`src/rtl/freq_meter.sv`:
```
// Gated frequency counter: counts synchronised rising edges of sig_i over a
// window of GATE_CYCLES clk_i cycles and publishes the count once per window.
//
// state | meaning
// IDLE  | not measuring, outputs hold the last published result
// ARM   | one cycle clearing the window counters, stale edge discarded
// GATE  | counting edges; terminal cycle publishes and restarts the window
module freq_meter #(
   parameter int GATE_CYCLES = 25_000_000,
   parameter int GATE_W      = 25,
   parameter int CNT_W       = 24
) (
   input  logic             clk_i,
   input  logic             rst_i,
   input  logic             sig_i,
   input  logic             en_i,
   output logic [CNT_W-1:0] freq_o,
   output logic             valid_o,
   output logic             ovf_o,
   output logic             busy_o
);

   typedef enum logic [1:0] {
      IDLE = 2'd0,
      ARM  = 2'd1,
      GATE = 2'd2
   } state_t;

   localparam logic [GATE_W-1:0] GATE_LAST = GATE_W'(GATE_CYCLES - 1);
   localparam logic [CNT_W-1:0]  CNT_MAX   = '1;

   state_t state_q, state_d;

   logic s1_q, s2_q, s3_q;
   logic edge_det;

   logic [GATE_W-1:0] gate_cnt_q, gate_cnt_d;
   logic [CNT_W-1:0]  edge_cnt_q, edge_cnt_d, edge_cnt_inc;
   logic              ovf_int_q, ovf_int_d, ovf_int_inc;
   logic [CNT_W-1:0]  freq_q, freq_d;
   logic              ovf_q, ovf_d;
   logic              valid_q, valid_d;
   logic              cnt_at_max;
   logic              terminal;

   // s1/s2 form the synchroniser; s3 only delays s2 for edge detection
   always_ff @(posedge clk_i or posedge rst_i) begin
      if (rst_i) begin
         s1_q <= 1'b0;
         s2_q <= 1'b0;
         s3_q <= 1'b0;
      end else begin
         s1_q <= sig_i;
         s2_q <= s1_q;
         s3_q <= s2_q;
      end
   end

   assign edge_det = s2_q & ~s3_q;

   always_ff @(posedge clk_i or posedge rst_i) begin
      if (rst_i) begin
         state_q <= IDLE;
      end else begin
         state_q <= state_d;
      end
   end

   always_comb begin
      state_d = state_q;
      case (state_q)
         IDLE:    state_d = en_i ? ARM : IDLE;
         ARM:     state_d = en_i ? GATE : IDLE;
         GATE:    state_d = en_i ? GATE : IDLE;
         default: state_d = IDLE;
      endcase
   end

   always_comb begin
      busy_o = (state_q == ARM) || (state_q == GATE);
   end

   // Saturating count including the current cycle's edge
   assign cnt_at_max   = (edge_cnt_q == CNT_MAX);
   assign edge_cnt_inc = (edge_det && !cnt_at_max) ? edge_cnt_q + CNT_W'(1) : edge_cnt_q;
   assign ovf_int_inc  = ovf_int_q | (edge_det & cnt_at_max);
   assign terminal     = (gate_cnt_q == GATE_LAST);

   always_comb begin
      gate_cnt_d = gate_cnt_q;
      edge_cnt_d = edge_cnt_q;
      ovf_int_d  = ovf_int_q;
      freq_d     = freq_q;
      ovf_d      = ovf_q;
      valid_d    = 1'b0;
      case (state_q)
         ARM: begin
            gate_cnt_d = '0;
            edge_cnt_d = '0;
            ovf_int_d  = 1'b0;
         end
         GATE: begin
            if (en_i) begin
               if (terminal) begin
                  // Publish and restart with no dead cycle between windows
                  freq_d     = edge_cnt_inc;
                  ovf_d      = ovf_int_inc;
                  valid_d    = 1'b1;
                  gate_cnt_d = '0;
                  edge_cnt_d = '0;
                  ovf_int_d  = 1'b0;
               end else begin
                  gate_cnt_d = gate_cnt_q + GATE_W'(1);
                  edge_cnt_d = edge_cnt_inc;
                  ovf_int_d  = ovf_int_inc;
               end
            end
         end
         default: ;
      endcase
   end

   always_ff @(posedge clk_i or posedge rst_i) begin
      if (rst_i) begin
         gate_cnt_q <= '0;
         edge_cnt_q <= '0;
         ovf_int_q  <= 1'b0;
         freq_q     <= '0;
         ovf_q      <= 1'b0;
         valid_q    <= 1'b0;
      end else begin
         gate_cnt_q <= gate_cnt_d;
         edge_cnt_q <= edge_cnt_d;
         ovf_int_q  <= ovf_int_d;
         freq_q     <= freq_d;
         ovf_q      <= ovf_d;
         valid_q    <= valid_d;
      end
   end

   assign freq_o  = freq_q;
   assign ovf_o   = ovf_q;
   assign valid_o = valid_q;

endmodule

```
`config.mk`:
```
export PLATFORM = sky130hd
export DESIGN_NAME = freq_meter
export DESIGN_NICKNAME = d
export VERILOG_FILES = /design/src/rtl/freq_meter.sv
export SDC_FILE = /design/constraint.sdc
export NUM_CORES = 1
export LEC_CHECK = 0
export CAP_MARGIN = 20
export CORE_ASPECT_RATIO = 1.75
export CORE_UTILIZATION = 28
export CTS_BUF_LIST = sky130_fd_sc_hd__clkbuf_4 sky130_fd_sc_hd__clkbuf_8
export CTS_CLUSTER_SIZE = 25
export DETAILED_ROUTE_END_ITERATION = 8
export GPL_ROUTABILITY_DRIVEN = 0
export PLACE_DENSITY = 0.56
export SYNTH_ARGS = -nofsm -noshare
export SYNTH_HDL_FRONTEND = slang
export SYNTH_SLANG_ARGS = --single-unit
export TNS_END_PERCENT = 100
```
`constraint.sdc`:
```
create_clock -name clk_i -period 2.7 [get_ports clk_i]
set_input_delay 0.54 -clock clk_i [delete_from_list [all_inputs] [get_ports clk_i]]
set_output_delay 0.54 -clock clk_i [all_outputs]
set_load 0.03 [all_outputs]
```
Yosys cells after proc, flatten, opt, wreduce, memory -nomap -nowiden --
Cells that the tools add are included.
Word-level totals: output and inout bits 27, register bits after elaboration 81, logic and storage cells 45, input port bits 4
Cells by class: add/subtract/negate cells 2, equality and inequality tests 5, reduce and logical (&&, ||, !) cells 8, bitwise logic cells 4, multiplexer cells 16
Operator list (count):
- $mux W24 | 3
- $mux W25 | 2
- $pmux W25 S2 | 1
- $pmux W24 S2 | 1
- $add A25 B1 Y25 const B | 1
- $eq A25 B25 Y1 const B | 1
- $add A24 B1 Y24 const B | 1
- $eq A24 B24 Y1 const B | 1
- $mux W1 | 6
- $pmux W2 S2 | 1
- $reduce_and A3 Y1 | 1
- $and A1 B1 Y1 | 2
- $eq A2 B1 Y1 const B | 1
- $eq A2 B2 Y1 const B | 1
- $logic_not A2 Y1 | 1
- $mux W2 | 1
- $ne A2 B2 Y1 const B | 1
- $pmux W1 S2 | 1
- $reduce_and A2 Y1 | 1
- $reduce_bool A2 Y1 | 1
- $reduce_or A2 Y1 | 1
- $logic_and A1 B1 Y1 | 1
- $logic_not A1 Y1 | 1
- $logic_or A1 B1 Y1 | 1
- 2 further kinds | 2

Depth between registers and ports, before layout --
Gate-level depths: netlist (run 1).
depth after elaboration 7, depth in mapped cells 9

Worst setup path after synthesis (run 1) --
OpenSTA, ideal clock, no wires.
kind reg-to-reg, start register gate_cnt_q[0], end register freq_q[12] (netlist: freq_o[12]), cell stages (with the launch flop) 8, arrival time 1.857 ns, buffers on the path 1, library setup time 0.069 ns, required time 2.631 ns, setup slack 0.774 ns, cells stage by stage dfrtp_1 > ha_1 > and4_1 > nand4_1 > or2_0 > buf_2 > or4_1 > nand3_1
On the way: word-level cells in the longest chain between the ends 2
Ends and longest elaborated chain:
- start: declaration | line 37 | logic [GATE_W-1:0] gate_cnt_q, gate_cnt_d;
- start signal: assignment | line 132 | gate_cnt_q <= gate_cnt_d;
- $eq A25 B25 Y1 | line 87 | assign terminal = (gate_cnt_q == GATE_LAST);
- $reduce_and A3 Y1 (no source line)
- end signal: assignment | line 135 | freq_q <= freq_d;
- end: declaration | line 40 | logic [CNT_W-1:0] freq_q, freq_d;
Every way passes these cells. A chain may end at the register's enable or synchronous reset.

Final worst setup path (run 1) --
start register state_q[0], end output busy_o
On the way: word-level cells in the longest chain between the ends 2, elaborated cells between the ends (all ways) 3, those cells by class eq/ne (2); reduce/logical (1)
Ends and longest elaborated chain:
- start: declaration | line 32 | state_t state_q, state_d;
- start signal: assignment | line 65 | state_q <= state_d;
- $eq A2 B1 Y1 / $eq A2 B2 Y1 (equally long branches) | line 80 | busy_o = (state_q == ARM) || (state_q == GATE);
- $logic_or A1 B1 Y1 * | line 80
- end: declaration | line 20 | output logic busy_o
Every way passes the cells marked *; elsewhere a longest branch is shown, timed or not.

==> results of run 1 <==
-- kinds of logic after synthesis --
group                      after synthesis
AOI/OAI and AO/OA                      151
xor gates and xnor gates                20
adders and majority gates                6
buffers and inverters                   49
DFF                                     81
muxes                                    4
and+or+nand+nor                        181
-- path summary, 6_finish.rpt --
kind	start	end	slack, ns	cells after the start
min in group asynchronous	rst_i	gate_cnt_q[10]	0.50	2
max in group asynchronous	rst_i	freq_o[18]	1.61	3
worst min-delay path	s1_q	s2_q	0.37	0
worst max-delay path	state_q[0]	busy_o	0.37	3
worst min register to register	s1_q	s2_q	0.37	0
worst max register to register	edge_cnt_q[2]	edge_cnt_q[6]	0.40	5
-- sequential cells by signal (all words and copies together), names as in the netlist --
| signal | flops |
|---|---|
| edge_cnt_q | 24 |
| freq_o | 24 |
| s2_q | 1 |
| ovf_int_q | 1 |
| s3_q | 1 |
| s1_q | 1 |
| ovf_o | 1 |
| gate_cnt_q | 25 |
| valid_o | 1 |
| state_q | 2 |
-- placed cells by master (no fill, tap or decap), types with 10 or more instances in the layout --
master | synthesis | layout
nor2_1 | 11 | 11
or3_1 | 10 | 10
clkdlybuf4s50_1 | 0 | 30
dfrtp_1 | 81 | 81
nand4_1 | 18 | 18
inv_1 | 18 | 17
o21ai_1 | 14 | 14
xnor2_1 | 17 | 17
buf_4 | 1 | 12
o21ai_0 | 35 | 34
nand2_1 | 49 | 49
nand3_1 | 27 | 27
a21oi_1 | 38 | 38
a31oi_1 | 24 | 24
-- area by class of cell --
| cell class | count | area [µm²] |
|---|---|---|
| Clock buffer | 9 | 124 |
| Clock inverter | 7 | 60.1 |
| Fill cell | 1638 | 10600 |
| Inverter | 18 | 68.8 |
| Multi-Input combinational cell | 362 | 2290 |
| Sequential cell | 81 | 2030 |
| Tap cell | 189 | 236 |
| Timing Repair Buffer | 45 | 450 |
-- per-layer routing --
| metal | vias to the layer above | share of wire |
|---|---|---|
| met1 | 1877 | 0.38 |
| met3 | 25 | 0.030 |
| met5 | - | 0 |
| met2 | 81 | 0.56 |
| met4 | 0 | 0.037 |
| li1 | 1882 | - |
-- power by group --
part,switching (W),total (W),internal [W]
Combinational,0.000356,0.000534,0.000178
Sequential,0.0000417,0.00129,0.00125
Clock,0.000506,0.000854,0.000348
Total,0.000903,0.00268,0.00177
-- metrics by stage --
| step | power, W | utilization |
|---|---|---|
| 5_1_grt | 0.00282 | 0.331 |
| 3_5_place_dp | 0.00185 | 0.320 |
| 4_1_cts | 0.00272 | 0.331 |
| 2_1_floorplan | 0.00166 | - |
| 6_report | 0.00268 | 0.331 |
| 3_3_place_gp | 0.00183 | 0.320 |
-- critical path, cell delays in order, from the launching register on --
cell             delay, ns
dfrtp_1               0.39
inv_1                 0.08
ha_1                  0.29
clkdlybuf4s50_1       0.66
==> impl_metrics.prom, run 1 <==
# TYPE chip_impl_metric gauge
chip_impl_metric{name="postCtsHoldBufs",unit=""} 0
chip_impl_metric{name="numPortBuffers",unit=""} 30
chip_impl_metric{name="antenna_cells_inserted",unit=""} 0
chip_impl_metric{name="dp_hpwl",unit="µm"} 8350
chip_impl_metric{name="ys.warnings.count",unit=""} 0
chip_impl_metric{name="ys_async_sr_fraction",unit=""} 1.00
chip_impl_metric{name="synth-seq-area-share",unit=""} 0.447
chip_impl_metric{name="leakage",unit="nW"} 2.12
chip_impl_metric{name="synth.avg_cell_area",unit="µm²"} 9.21
chip_impl_info{name="cts_tree",value="built"} 1
chip_impl_metric{name="detailroute.via_count",unit=""} 3865
chip_impl_metric{name="core_area",unit="mm²"} 0.0159
chip_impl_metric{name="first_pass_grt_wire_length",unit="µm"} 19300
chip_impl_info{name="most_instantiated_library_cell_after_synthesis",value="dfrtp_1"} 1
chip_impl_metric{name="final_critical_path_setup_slack",unit="ns"} 0.367
chip_impl_metric{name="ys_ff_latch",unit=""} 81
chip_impl_metric{name="power.density",unit="mW/mm²"} 509
chip_impl_metric{name="worst_slew_pin_slew",unit="ns"} 0.878
chip_impl_metric{name="cts-buffers-inserted",unit=""} 9
chip_impl_metric{name="fin_crit",unit="ns"} 2.33
chip_impl_metric{name="synthSimpleGateAreaFrac",unit=""} 0.237
chip_impl_metric{name="gr-usage-met1",unit=""} 0.148
chip_impl_metric{name="first_global_vias",unit=""} 3853
chip_impl_metric{name="placement.setup.worst_slack",unit="ns"} 0.320
chip_impl_metric{name="worst-endpoint-required",unit="ns"} 2.16
chip_impl_metric{name="fin_worst_skew",unit="ns"} 0.0139
chip_impl_info{name="synth.top_cells.by_count",value="dfrtp_1 (81), nand2_1 (49), a21oi_1 (38)"} 1
chip_impl_metric{name="cts.path.max_buffers",unit=""} 2
chip_impl_metric{name="placed_instance_count",unit=""} 695
chip_impl_metric{name="detailed_place.area",unit="mm²"} 0.00508
chip_impl_metric{name="wl_per_cell",unit="µm"} 16.4
chip_impl_info{name="ys_top_cells_by_area",value="dfrtp_1 (45%), a21oi_1 (4.2%), nand2_1 (4.1%), o21ai_0 (3.9%), a31oi_1 (3.3%)"} 1
chip_impl_metric{name="postSynthNetCount",unit=""} 502
chip_impl_metric{name="design.die.area",unit="mm²"} 0.0167
chip_impl_metric{name="die_width",unit="µm"} 98.2
chip_impl_metric{name="whs",unit="ns"} 0.370
chip_impl_metric{name="synth_fa_ha_area_frac",unit=""} 0.0166
chip_impl_metric{name="drt_first_pass_iters",unit=""} 6
chip_impl_metric{name="final_nets",unit=""} 527
chip_impl_metric{name="synth_compound_gate_area_share",unit=""} 0.204
chip_impl_metric{name="global_route.usage.met2",unit=""} 0.280
chip_impl_metric{name="setup_viol",unit=""} 0
chip_impl_metric{name="fraction_of_final_layout_cells_sized_beyond_drive_strength_1",unit=""} 0.0920
chip_impl_metric{name="fmaxAchievable",unit="MHz"} 429
chip_impl_metric{name="cts-htree-levels",unit=""} 3
chip_impl_info{name="synth-main-ff-cell",value="dfrtp_1"} 1
chip_impl_metric{name="clkTransAtPathRegs",unit="ns"} 0.09
chip_impl_metric{name="drt-initial-drc-count",unit=""} 199
chip_impl_metric{name="instances_no_fill",unit=""} 711
chip_impl_metric{name="clock-sinks",unit=""} 81
chip_impl_metric{name="placementRows",unit=""} 61
chip_impl_metric{name="drt_wl_total",unit="µm"} 11700
chip_impl_metric{name="grt_use_total",unit=""} 0.147
chip_impl_metric{name="synth-xor-area-share",unit=""} 0.0387
chip_impl_metric{name="viasPerCell",unit=""} 5.44
chip_impl_info{name="synth_top_family_by_area",value="simple AND/OR/NAND/NOR gates"} 1
chip_impl_metric{name="crit_fanout",unit=""} 3
chip_impl_metric{name="top_level_ports",unit=""} 31
chip_impl_info{name="rsz_0062_raised_after_global_routing",value="no"} 1
chip_impl_metric{name="globalRoute.totalOverflow",unit=""} 0
chip_impl_metric{name="critical_path_arrival",unit="ns"} 1.79
chip_impl_metric{name="yosysUniqueCellTypes",unit=""} 60
chip_impl_metric{name="final-max-slew-violation-count",unit=""} 0
chip_impl_metric{name="design_area",unit="mm²"} 0.00526
chip_impl_info{name="setup.worst_path.start_class",value="flip-flop"} 1
chip_impl_metric{name="antenna_violations_before_repair",unit=""} 0
chip_impl_metric{name="globalRouteMet3Util",unit=""} 0.0201
chip_impl_metric{name="setup-tns-final",unit="ns"} 0
chip_impl_metric{name="dieHeight",unit="µm"} 170
chip_impl_info{name="hold_class",value="reg2reg"} 1
chip_impl_info{name="worst-setup-path-type",value="reg2out"} 1
chip_impl_metric{name="syn-instance-count",unit=""} 492
chip_impl_info{name="synth_largest_area_cell",value="dfrtp_1"} 1
chip_impl_metric{name="grt_start_max_net_pins",unit=""} 44
chip_impl_metric{name="post_cts.repair.setup_buffers",unit=""} 0
chip_impl_metric{name="synth_top_area_share",unit=""} 0.447
chip_impl_metric{name="cap_violations",unit=""} 0
chip_impl_metric{name="vdd_ir_drop_max",unit="mV"} 0.275
chip_impl_metric{name="flow.area_growth_from_synthesis",unit="%"} 16.1
chip_impl_metric{name="synth_edf_count",unit=""} 0
chip_impl_metric{name="initial_core_util",unit=""} 0.285
chip_impl_metric{name="synthMuxAreaShare",unit=""} 0.00883
chip_impl_metric{name="final_min_period_over_clock_period",unit=""} 0.864
chip_impl_metric{name="cts-resized-gates",unit=""} 0
chip_impl_metric{name="drc_errors",unit=""} 0
chip_impl_metric{name="clock_latency_on_the_worst_skew_pair",unit="ns"} 0.38
chip_impl_metric{name="ant_nets",unit=""} 0
chip_impl_info{name="busiest_layer",value="met2"} 1
chip_impl_metric{name="syn-cell-area",unit="mm²"} 0.00453
chip_impl_metric{name="maxSlewHeadroom",unit=""} 0.409
chip_impl_info{name="clock-root-buffer",value="clkbuf_8"} 1
chip_impl_info{name="status",value="completed"} 1
chip_impl_metric{name="hold_violations",unit=""} 0
chip_impl_info{name="worstSetupEndpointType",value="output pin"} 1
(Power assumes the default switching activity.)
==> run 2, diff against run 1 <==
--- a/config.mk
+++ b/config.mk
@@ -7,6 +7,7 @@
 export LEC_CHECK = 0
 export CAP_MARGIN = 20
 export CORE_ASPECT_RATIO = 1.75
+export CORE_MARGIN = 3
 export CORE_UTILIZATION = 28
 export CTS_BUF_LIST = sky130_fd_sc_hd__clkbuf_4 sky130_fd_sc_hd__clkbuf_8
 export CTS_CLUSTER_SIZE = 25
==> run 2 against run 1 <==
Net effect:
- die area is 6.5% higher
- utilization is 0.74 points higher
- worst setup slack worse by 0.0033 ns
- critical path type unchanged
- critical endpoint unchanged
- highest routed layer unchanged
==> impl_metrics.prom, run 2 (synthesized netlist as in run 1, its figures left out) <==
# TYPE chip_impl_metric gauge
chip_impl_info{name="status",value="completed"} 1
chip_impl_info{name="worst-setup-path-type",value="reg2out"} 1
chip_impl_metric{name="min_delay_path_depth",unit=""} 0
chip_impl_metric{name="drc_errors",unit=""} 0
chip_impl_metric{name="dieHeight",unit="µm"} 174
chip_impl_metric{name="detailed_place.area",unit="mm²"} 0.00507
chip_impl_metric{name="clock_latency_on_the_worst_skew_pair",unit="ns"} 0.36
chip_impl_metric{name="drt_wl_total",unit="µm"} 11900
chip_impl_metric{name="dp_hpwl",unit="µm"} 8710
chip_impl_metric{name="top_level_ports",unit=""} 31
chip_impl_info{name="critPathSlowestCell",value="clkdlybuf4s50_1"} 1
chip_impl_metric{name="drt-initial-drc-count",unit=""} 176
chip_impl_metric{name="design_area",unit="mm²"} 0.00529
chip_impl_info{name="crit_chain",value="inv_1 > ha_1 > clkdlybuf4s50_1"} 1
chip_impl_metric{name="antenna_cells_inserted",unit=""} 0
chip_impl_metric{name="clock_power_share",unit=""} 0.356
chip_impl_metric{name="fraction_of_final_layout_cells_sized_beyond_drive_strength_1",unit=""} 0.0902
chip_impl_metric{name="initial_core_util",unit=""} 0.290
chip_impl_metric{name="worstRegToRegCells",unit=""} 5
chip_impl_info{name="registers.top_by_ff_count",value="gate_cnt_q"} 1
chip_impl_metric{name="fin_worst_skew",unit="ns"} 0.00640
chip_impl_metric{name="viasPerCell",unit=""} 5.54
chip_impl_metric{name="ant_nets",unit=""} 0
chip_impl_metric{name="wl_per_cell",unit="µm"} 16.8
chip_impl_metric{name="power.share.sequential",unit=""} 0.460
chip_impl_metric{name="design.die.area",unit="mm²"} 0.0178
chip_impl_metric{name="nFillCells",unit=""} 1629
chip_impl_info{name="clock-root-buffer",value="clkbuf_8"} 1
chip_impl_metric{name="combPwrFrac",unit=""} 0.183
chip_impl_metric{name="maxSlewHeadroom",unit=""} 0.482
chip_impl_info{name="worstSetupEndpointType",value="output pin"} 1
chip_impl_metric{name="vdd_ir_drop_max",unit="mV"} 0.230
chip_impl_metric{name="post_cts.repair.setup_buffers",unit=""} 0
chip_impl_metric{name="largest_register_ffs",unit=""} 25
chip_impl_metric{name="flow.area_growth_from_synthesis",unit="%"} 16.7
chip_impl_metric{name="first_pass_grt_wire_length",unit="µm"} 20000
chip_impl_metric{name="postCtsHoldBufs",unit=""} 0
chip_impl_info{name="most-common-layout-cells",value="dfrtp_1 (81), nand2_1 (49), a21oi_1 (38)"} 1
chip_impl_metric{name="timing.critical_path.slowest_cell_delay",unit="ns"} 0.67
chip_impl_metric{name="internal-power",unit="W"} 0.00196
chip_impl_metric{name="final_min_period_over_clock_period",unit=""} 0.865
chip_impl_metric{name="netSwitchingFraction",unit=""} 0.302
chip_impl_metric{name="crit_fanout",unit=""} 3
chip_impl_metric{name="clkTransAtPathRegs",unit="ns"} 0.08
chip_impl_metric{name="leakage",unit="nW"} 2.13
chip_impl_metric{name="cts-htree-levels",unit=""} 3
chip_impl_metric{name="cts.path.max_buffers",unit=""} 2
chip_impl_metric{name="sequential_cell_area",unit="mm²"} 0.00203
chip_impl_info{name="rsz_0062_raised_after_global_routing",value="no"} 1
chip_impl_metric{name="core_area",unit="mm²"} 0.0156
chip_impl_metric{name="multi_input_comb_area",unit="mm²"} 0.00229
chip_impl_metric{name="first_global_vias",unit=""} 3982
chip_impl_metric{name="drt_first_pass_iters",unit=""} 4
chip_impl_metric{name="detailroute.via_count",unit=""} 3918
chip_impl_metric{name="antenna_violations_before_repair",unit=""} 0
chip_impl_metric{name="net-switching-power",unit="W"} 0.000846
chip_impl_metric{name="cap_violations",unit=""} 0
chip_impl_metric{name="critical_path_arrival",unit="ns"} 1.80
chip_impl_metric{name="clock-sinks",unit=""} 81
chip_impl_metric{name="cts-resized-gates",unit=""} 0
chip_impl_metric{name="grt_use_total",unit=""} 0.140
chip_impl_metric{name="power.density",unit="mW/mm²"} 530
chip_impl_metric{name="final_nets",unit=""} 527
chip_impl_metric{name="worst_slew_pin_slew",unit="ns"} 0.776
chip_impl_metric{name="hold_violations",unit=""} 0
chip_impl_metric{name="die_width",unit="µm"} 102
chip_impl_metric{name="grt_start_max_net_pins",unit=""} 33
chip_impl_metric{name="setup-tns-final",unit="ns"} 0
chip_impl_info{name="setup.worst_path.start_class",value="flip-flop"} 1
chip_impl_metric{name="numPortBuffers",unit=""} 30
chip_impl_metric{name="fmaxAchievable",unit="MHz"} 428
chip_impl_metric{name="setup_viol",unit=""} 0
chip_impl_metric{name="power",unit="W"} 0.00280
chip_impl_info{name="mostFrequentLayoutCell",value="dfrtp_1"} 1
chip_impl_metric{name="cts-buffers-inserted",unit=""} 9
chip_impl_metric{name="globalRoute.totalOverflow",unit=""} 0
chip_impl_info{name="hold_class",value="reg2reg"} 1
chip_impl_metric{name="worst-endpoint-required",unit="ns"} 2.16
chip_impl_metric{name="final_core_utilization",unit=""} 0.339
chip_impl_metric{name="fin_crit",unit="ns"} 2.34
chip_impl_metric{name="final-max-slew-violation-count",unit=""} 0
chip_impl_info{name="cts_tree",value="built"} 1
chip_impl_metric{name="placementRows",unit=""} 60
chip_impl_metric{name="whs",unit="ns"} 0.382
-- run 2: power groups by stage --
stage	Combinational [W]	Clock (W)	Sequential [W]
2_1_floorplan	0.000356	0	0.00130
3_3_place_gp	0.000501	0	0.00131
3_5_place_dp	0.000518	0	0.00131
4_1_cts	0.000521	0.00103	0.00129
5_1_grt	0.000569	0.00109	0.00130
6_report	0.000514	0.000999	0.00129
-- run 2: per-layer routing --
metal / wire length (µm) / GRT usage / up-vias / part of all wire
li1: - / - / 1867 / -
met1: 4500 / 0.152 / 1969 / 0.38
met2: 6790 / 0.260 / 65 / 0.57
met3: 316 / 0.0233 / 17 / 0.027
met4: 289 / 0.0591 / 0 / 0.024
met5: 0 / 0 / - / 0
-- run 2: per-stage QoR --
stage / setup slack, ns / instances
after floorplan: 0.0799 / 492
after global placement: 0.329 / 692
after detailed placement: 0.312 / 692
after CTS: 0.330 / 707
after global routing: 0.282 / 707
final: 0.364 / 707
-- run 2: final cells by class --
| type | instances | area share |
|---|---|---|
| Clock buffer | 10 | 0.0260 |
| Clock inverter | 5 | 0.0151 |
| Multi-Input combinational cell | 362 | 0.434 |
| Inverter | 18 | 0.0130 |
| Tap cell | 186 | 0.0440 |
| Sequential cell | 81 | 0.383 |
| Timing Repair Buffer | 45 | 0.0851 |
-- run 2: critical path: cells and delay by family, from the launching register on --
kind                     cells  cell delay, ns
buffers and inverters        2            0.75
flip-flops                   1            0.39
adder cells (fa/ha/maj)      1            0.29
-- run 2: worst paths after layout --
| check | from | to | slack (ns) |
|---|---|---|---|
| max | state_q[0] | busy_o | 0.36 |
| min | s1_q | s2_q | 0.38 |
| max reg2reg | edge_cnt_q[0] | edge_cnt_q[12] | 0.46 |
| min reg2reg | s1_q | s2_q | 0.38 |
| max in group asynchronous | rst_i | edge_cnt_q[23] | 1.64 |
| min in group asynchronous | rst_i | s1_q | 0.52 |
